--- src/rtl/spi_cmd_pkg.sv ---
// Shared definitions for the SPI command decoder: FSM encoding, command-byte
// bit positions, default register count and a saturating counter helper.
package spi_cmd_pkg;

  typedef enum logic [2:0] {
    ST_IDLE,
    ST_CMD,
    ST_LEN,
    ST_DATA,
    ST_DONE,
    ST_ABORT
  } state_e;

  localparam int unsigned CMD_LONG_BIT  = 7;
  localparam int unsigned CMD_READ_BIT  = 6;
  localparam int unsigned CMD_SEC_BIT   = 5;
  localparam int unsigned DEFAULT_NREGS = 32;

  function automatic logic [7:0] sat_inc8(input logic [7:0] v);
    return (v == 8'hFF) ? v : v + 8'd1;
  endfunction

endpackage

--- src/rtl/spi_cmd_decoder.sv ---
// SPI command-frame decoder driving a small register file (short/long, read/write).
// Optional macro SPI_CMD_ERR_CNT_EN adds a saturating err_count output.
module spi_cmd_decoder
  import spi_cmd_pkg::*;
#(
  parameter int unsigned NREGS  = DEFAULT_NREGS,
  parameter int unsigned ADDR_W = 5
) (
  input  logic              clk,
  input  logic              rst,
  input  logic [7:0]        rx_data,
  input  logic              rx_valid,
  input  logic              frame_active,
  output logic [7:0]        tx_data,
  input  logic              tx_ack,
  output logic [ADDR_W-1:0] reg_addr,
  output logic [7:0]        reg_wdata,
  output logic              reg_wr_en,
  input  logic [7:0]        reg_rdata,
  output logic              err,
  output logic              busy
`ifdef SPI_CMD_ERR_CNT_EN
  ,output logic [7:0]       err_count
`endif
);

  localparam logic [ADDR_W-1:0] ADDR_MAX = ADDR_W'(NREGS - 1);

  function automatic logic [ADDR_W-1:0] addr_inc(input logic [ADDR_W-1:0] a);
    return (a == ADDR_MAX) ? '0 : a + ADDR_W'(1);
  endfunction

  state_e            state_q, state_d;
  logic              fa_q, fa_d;
  logic [7:0]        tx_data_q, tx_data_d;
  logic [ADDR_W-1:0] reg_addr_q, reg_addr_d;
  logic [7:0]        reg_wdata_q, reg_wdata_d;
  logic              reg_wr_en_q, reg_wr_en_d;
  logic              err_q, err_d;
  logic              busy_q, busy_d;
  logic [5:0]        remaining_q, remaining_d;
  logic              is_read_q, is_read_d;
  logic              reading_q, reading_d;
  logic              load_q, load_d;
`ifdef SPI_CMD_ERR_CNT_EN
  logic [7:0]        err_count_q, err_count_d;
`endif

  always_comb begin
    state_d     = state_q;
    fa_d        = frame_active;
    tx_data_d   = tx_data_q;
    // A write strobe shows the address it targets; advance only once it has been issued.
    reg_addr_d  = reg_wr_en_q ? addr_inc(reg_addr_q) : reg_addr_q;
    reg_wdata_d = reg_wdata_q;
    reg_wr_en_d = 1'b0;
    err_d       = 1'b0;
    remaining_d = remaining_q;
    is_read_d   = is_read_q;
    reading_d   = reading_q;
    load_d      = 1'b0;

    if (load_q && reading_q) tx_data_d = reg_rdata;

    // Frame end overrides everything, including an rx_valid in the same cycle.
    if (state_q != ST_IDLE && !frame_active) begin
      state_d     = ST_IDLE;
      err_d       = (remaining_q != 6'd0);
      remaining_d = 6'd0;
      reading_d   = 1'b0;
      tx_data_d   = 8'h00;
    end else begin
      unique case (state_q)
        ST_IDLE: begin
          tx_data_d = 8'h00;
          if (frame_active && !fa_q) state_d = ST_CMD;
        end
        ST_CMD: if (rx_valid) begin
          reg_addr_d = rx_data[ADDR_W-1:0];
          is_read_d  = rx_data[CMD_READ_BIT];
          if (rx_data[CMD_LONG_BIT]) begin
            state_d = ST_LEN;
          end else begin
            state_d     = ST_DATA;
            remaining_d = 6'd1;
            reading_d   = rx_data[CMD_READ_BIT];
            load_d      = rx_data[CMD_READ_BIT];
          end
        end
        ST_LEN: if (rx_valid) begin
          state_d     = ST_DATA;
          remaining_d = (rx_data[4:0] == 5'd0) ? 6'd32 : {1'b0, rx_data[4:0]};
          reading_d   = is_read_q;
          load_d      = is_read_q;
        end
        ST_DATA: begin
          if (is_read_q) begin
            if (tx_ack) begin
              reg_addr_d  = addr_inc(reg_addr_q);
              remaining_d = remaining_q - 6'd1;
              if (remaining_q == 6'd1) begin
                state_d   = ST_DONE;
                reading_d = 1'b0;
                tx_data_d = 8'h00;
              end else begin
                load_d = 1'b1;
              end
            end
          end else if (rx_valid) begin
            reg_wdata_d = rx_data;
            reg_wr_en_d = 1'b1;
            remaining_d = remaining_q - 6'd1;
            if (remaining_q == 6'd1) state_d = ST_DONE;
          end
        end
        ST_DONE: if (rx_valid) begin
          err_d   = 1'b1;
          state_d = ST_ABORT;
        end
        ST_ABORT: if (rx_valid) err_d = 1'b1;
        default: state_d = ST_IDLE;
      endcase
    end

    busy_d = (state_d != ST_IDLE);
`ifdef SPI_CMD_ERR_CNT_EN
    err_count_d = err_d ? sat_inc8(err_count_q) : err_count_q;
`endif
  end

  always_ff @(posedge clk or negedge rst) begin
    if (!rst) begin
      state_q     <= ST_IDLE;
      fa_q        <= 1'b0;
      tx_data_q   <= '0;
      reg_addr_q  <= '0;
      reg_wdata_q <= '0;
      reg_wr_en_q <= 1'b0;
      err_q       <= 1'b0;
      busy_q      <= 1'b0;
      remaining_q <= '0;
      is_read_q   <= 1'b0;
      reading_q   <= 1'b0;
      load_q      <= 1'b0;
`ifdef SPI_CMD_ERR_CNT_EN
      err_count_q <= '0;
`endif
    end else begin
      state_q     <= state_d;
      fa_q        <= fa_d;
      tx_data_q   <= tx_data_d;
      reg_addr_q  <= reg_addr_d;
      reg_wdata_q <= reg_wdata_d;
      reg_wr_en_q <= reg_wr_en_d;
      err_q       <= err_d;
      busy_q      <= busy_d;
      remaining_q <= remaining_d;
      is_read_q   <= is_read_d;
      reading_q   <= reading_d;
      load_q      <= load_d;
`ifdef SPI_CMD_ERR_CNT_EN
      err_count_q <= err_count_d;
`endif
    end
  end

  assign tx_data   = tx_data_q;
  assign reg_addr  = reg_addr_q;
  assign reg_wdata = reg_wdata_q;
  assign reg_wr_en = reg_wr_en_q;
  assign err       = err_q;
  assign busy      = busy_q;
`ifdef SPI_CMD_ERR_CNT_EN
  assign err_count = err_count_q;
`endif

endmodule

--- config.mk ---
export PLATFORM = sky130hd
export DESIGN_NAME = spi_cmd_decoder
export DESIGN_NICKNAME = d
export VERILOG_FILES = /design/src/rtl/spi_cmd_pkg.sv /design/src/rtl/spi_cmd_decoder.sv
export SDC_FILE = /design/constraint.sdc
export NUM_CORES = 1
export LEC_CHECK = 0
export ABC_AREA = 1
export CORE_UTILIZATION = 45
export DETAILED_ROUTE_END_ITERATION = 12
export GPL_ROUTABILITY_DRIVEN = 0
export PLACE_DENSITY = 0.77
export SETUP_SLACK_MARGIN = 0.3
export SLEW_MARGIN = 20
export SYNTH_ARGS = -nofsm -noshare
export SYNTH_HDL_FRONTEND = slang
export SYNTH_SLANG_ARGS = --single-unit
--- constraint.sdc ---
create_clock -name clk -period 2.95 [get_ports clk]
set_input_delay 0.295 -clock clk [delete_from_list [all_inputs] [get_ports clk]]
set_output_delay 0.295 -clock clk [all_outputs]
set_load 0.05 [all_outputs]
==> summary.md <==
| Metric | Value |
|---|---|
| Status | `finished, violations left` |
| Failing checks | `design-rule violations` |
| Most frequent cells after synthesis | `nand2_1, dfrtp_1, inv_1` |
| CP max FO | `7` |
| Slew headroom | `44.34%` |
| Clk pwr share | `16.6%` |
| Buf+Inv Stages, Crit Path | `1` |
| Synth Flop Type | `dfrtp_1` |
| Setup Crit Path Kind | `flip-flop to output pin` |
| Starting Density | `48.01%` |
| Synth Area in Adders | `2.330%` |
| Number of cell rows | `24` |
| CP top delay family | `buffers and inverters` |
| Sw frac | `48.87%` |
| Post-layout min period | `1.910 ns` |
| CTS tree | `built` |
| CP Cell Sequence | `clkdlybuf4s50_1` |
| Yosys top cell area share | `43.10%` |
| Slowest CP cell | `clkdlybuf4s50_1` |
| Worst ir drop on vdd | `0.3933 mV` |
| CTS max path bufs | `2` |
| Fin crit share | `64.76%` |
| DRT Pass-1 Iters | `8` |
| Wire per inst | `13.99 um` |
| Switching power | `1.383 mW` |
| Largest net degree at the start of global routing | `38` |
| Cts hold-fix bufs | `0` |
| Final hold violation count | `0` |
| Slew at the pin closest to its max-slew limit | `0.8349 ns` |
| Cts bufs inserted | `5` |
| Gate power share | `54.4%` |
| Worst setup margin | `1.040 ns` |
| Core area | `4474 um2` |
| Fill cell count | `421` |
| Syn Std Cell Area | `2148 um2` |
| Final Max Tran Viols | `0` |
| Number of vias per cell | `5.297` |
| Number of routed nets with antenna violations | `0` |
| Critical Path RT | `2.65 ns` |
| Pwr dens | `1028 nW/um2` |
| Min-delay worst type | `input port to async pin` |
| First-pass GRT wire length | `9121 um` |
| Die Wd | `71.10 um` |
| Initial antenna violation count | `0` |
| Place WS | `0.9502 ns` |
| Final routed DRC violation total | `3` |
| Worst Path Arrival | `1.62 ns` |
| Yosys Warn Count | `0` |
| Post-synth EDFFs | `0` |
| CP endpoint kind | `output pin` |
| Root buffer cell | `clkbuf_8` |
| Fin Clk Skew | `0.003126 ns` |
| Largest area contributor in the netlist | `dfrtp_1` |
| Pint | `1.446 mW` |
| Hpwl dp | `3942 um` |
| Diodes inserted | `0` |
| Startpoint types | `flip-flop` |
| CTS sink cnt | `37` |
| Largest family of logic cells by synthesized area | `simple AND/OR/NAND/NOR gates` |
| F_max | `523.5 MHz` |
| Port Buf Inserts | `44` |
| Worst-path clk slew | `0.08 ns` |
| Compound-Gate Fraction of Synth Area | `10.43%` |
| Fin nets | `356` |
| FF+latch count, synth | `37` |
| Vias in the first global route | `1939` |
| Simple-Gate Fraction of Synth Area | `33.20%` |
| Synthesized area per cell | `7.591 um2` |
| Share of layout cells above drive strength 1 | `8.735%` |
| # IOs | `45` |
| Cts repair resizes | `0` |
| Post-CTS Setup Bufs | `0` |
| Total number of vias | `2034` |
| Library cells used by synthesis | `32` |
| Area growth syn-to-layout | `28.07%` |
| Die height | `71.10 um` |
| Overall Global Routing Usage | `23.46%` |
| Total Neg Setup Slack | `0 ns` |
| Ys async rst share | `100.0%` |
| Worst path max stage delay | `0.85 ns` |
| Synth area leaders | `dfrtp_1, nand2_1, nand3_1, inv_1, mux2i_1` |
| Number of DRC markers in iteration 0 | `119` |
| Final Setup Violations | `0` |
| Gate Count Post-Synth | `283` |
| RSZ-0062 raised after global routing | `no` |
| Drt total wl | `5373 um` |
| Power share of the sequential group | `29.1%` |
| Die area | `5055 um2` |
| Gr ovfl total | `0` |
| H-Tree Depth | `2` |
| Count leader, synth | `nand2_1` |
| Synth Area in XOR/XNOR | `0.8154%` |
| Synth Net Count | `308` |
| Sequential share of the synthesized area | `43.10%` |
| Multiplexer area fraction after synthesis | `3.727%` |
| Max Cap Viol | `0` |
| Pleak | `1.413 nW` |
| Clock latency on the worst-skew pair | `0.29 ns` |
path summary, 6_finish.rpt:
kind / cells after the start / from / slack (ns) / to
max reg2reg: 7 / state_q[1] / 1.06 / remaining_q[2]
min: 1 / rst / 0.1 / reg_wdata[4]
min in group clk: 2 / reg_wdata[3] / 0.49 / reg_wdata[3]
max: 1 / reg_wr_en / 1.04 / reg_wr_en
min reg2reg: 2 / reg_wdata[3] / 0.49 / reg_wdata[3]
max in group asynchronous: 1 / rst / 2.33 / busy
stage by stage:
stage / hold WS, ns / power, mW / area (um2) / instances / util, %
floorplan: -0.0005911 / 1.908 / 2148 / 283 / -
global route: 0.1554 / 3.023 / 2751 / 384 / 61.49
global placement: 0.4326 / 2.322 / 2631 / 376 / 58.81
CTS: 0.1181 / 2.826 / 2751 / 384 / 61.49
detailed placement: 0.4372 / 2.352 / 2631 / 376 / 58.81
finish: 0.09606 / 2.829 / 2751 / 384 / 61.49
cell type report:
| class | instances | area (um2) | share of cell area [%] |
|---|---|---|---|
| Sequential cell | 37 | 925.9 | 33.65 |
| Clock inverter | 2 | 37.54 | 1.364 |
| Tap cell | 52 | 65.06 | 2.365 |
| Timing Repair Buffer | 44 | 435.4 | 15.83 |
| Inverter | 32 | 120.1 | 4.366 |
| Multi-Input combinational cell | 211 | 1085 | 39.43 |
| Clock buffer | 6 | 82.58 | 3.001 |
routing by layer:
layer  part of all wire, %  GRT usage, %
met2                    46         37.39
met4                   1.0         7.111
met5                     0             0
met1                    47         32.38
met3                   5.6         4.843
cell usage in the layout (no fill, tap or decap), types with 9 or more instances in the layout:
cell	count
o21ai_0	11
dfrtp_1	37
nand3_1	21
clkdlybuf4s50_1	43
nor2_1	21
a21oi_1	9
inv_1	26
nand2_1	90
nor3_1	9
o21ai_1	9
cells by family after synthesis:
family / count (synthesis)
simple gates: 159
compound gates: 38
flops: 37
buf+inv: 35
mux: 8
fa+ha+maj: 4
xor+xnor: 2
state kept, by name, indices dropped and copies added, names as in the netlist, 3 cells and up:
| signal | flops |
|---|---|
| remaining_q | 6 |
| reg_addr | 5 |
| reg_wdata | 8 |
| state_q | 3 |
| tx_data | 8 |
power by group through the flow:
stage          clock, mW  combinational (mW)  sequential [mW]
2_1_floorplan          0               0.735             1.17
3_3_place_gp           0                1.50            0.822
3_5_place_dp           0                1.52            0.829
4_1_cts            0.476                1.53            0.819
5_1_grt            0.501                1.68            0.844
6_report           0.469                1.54            0.822
(Power assumes the default switching activity.)
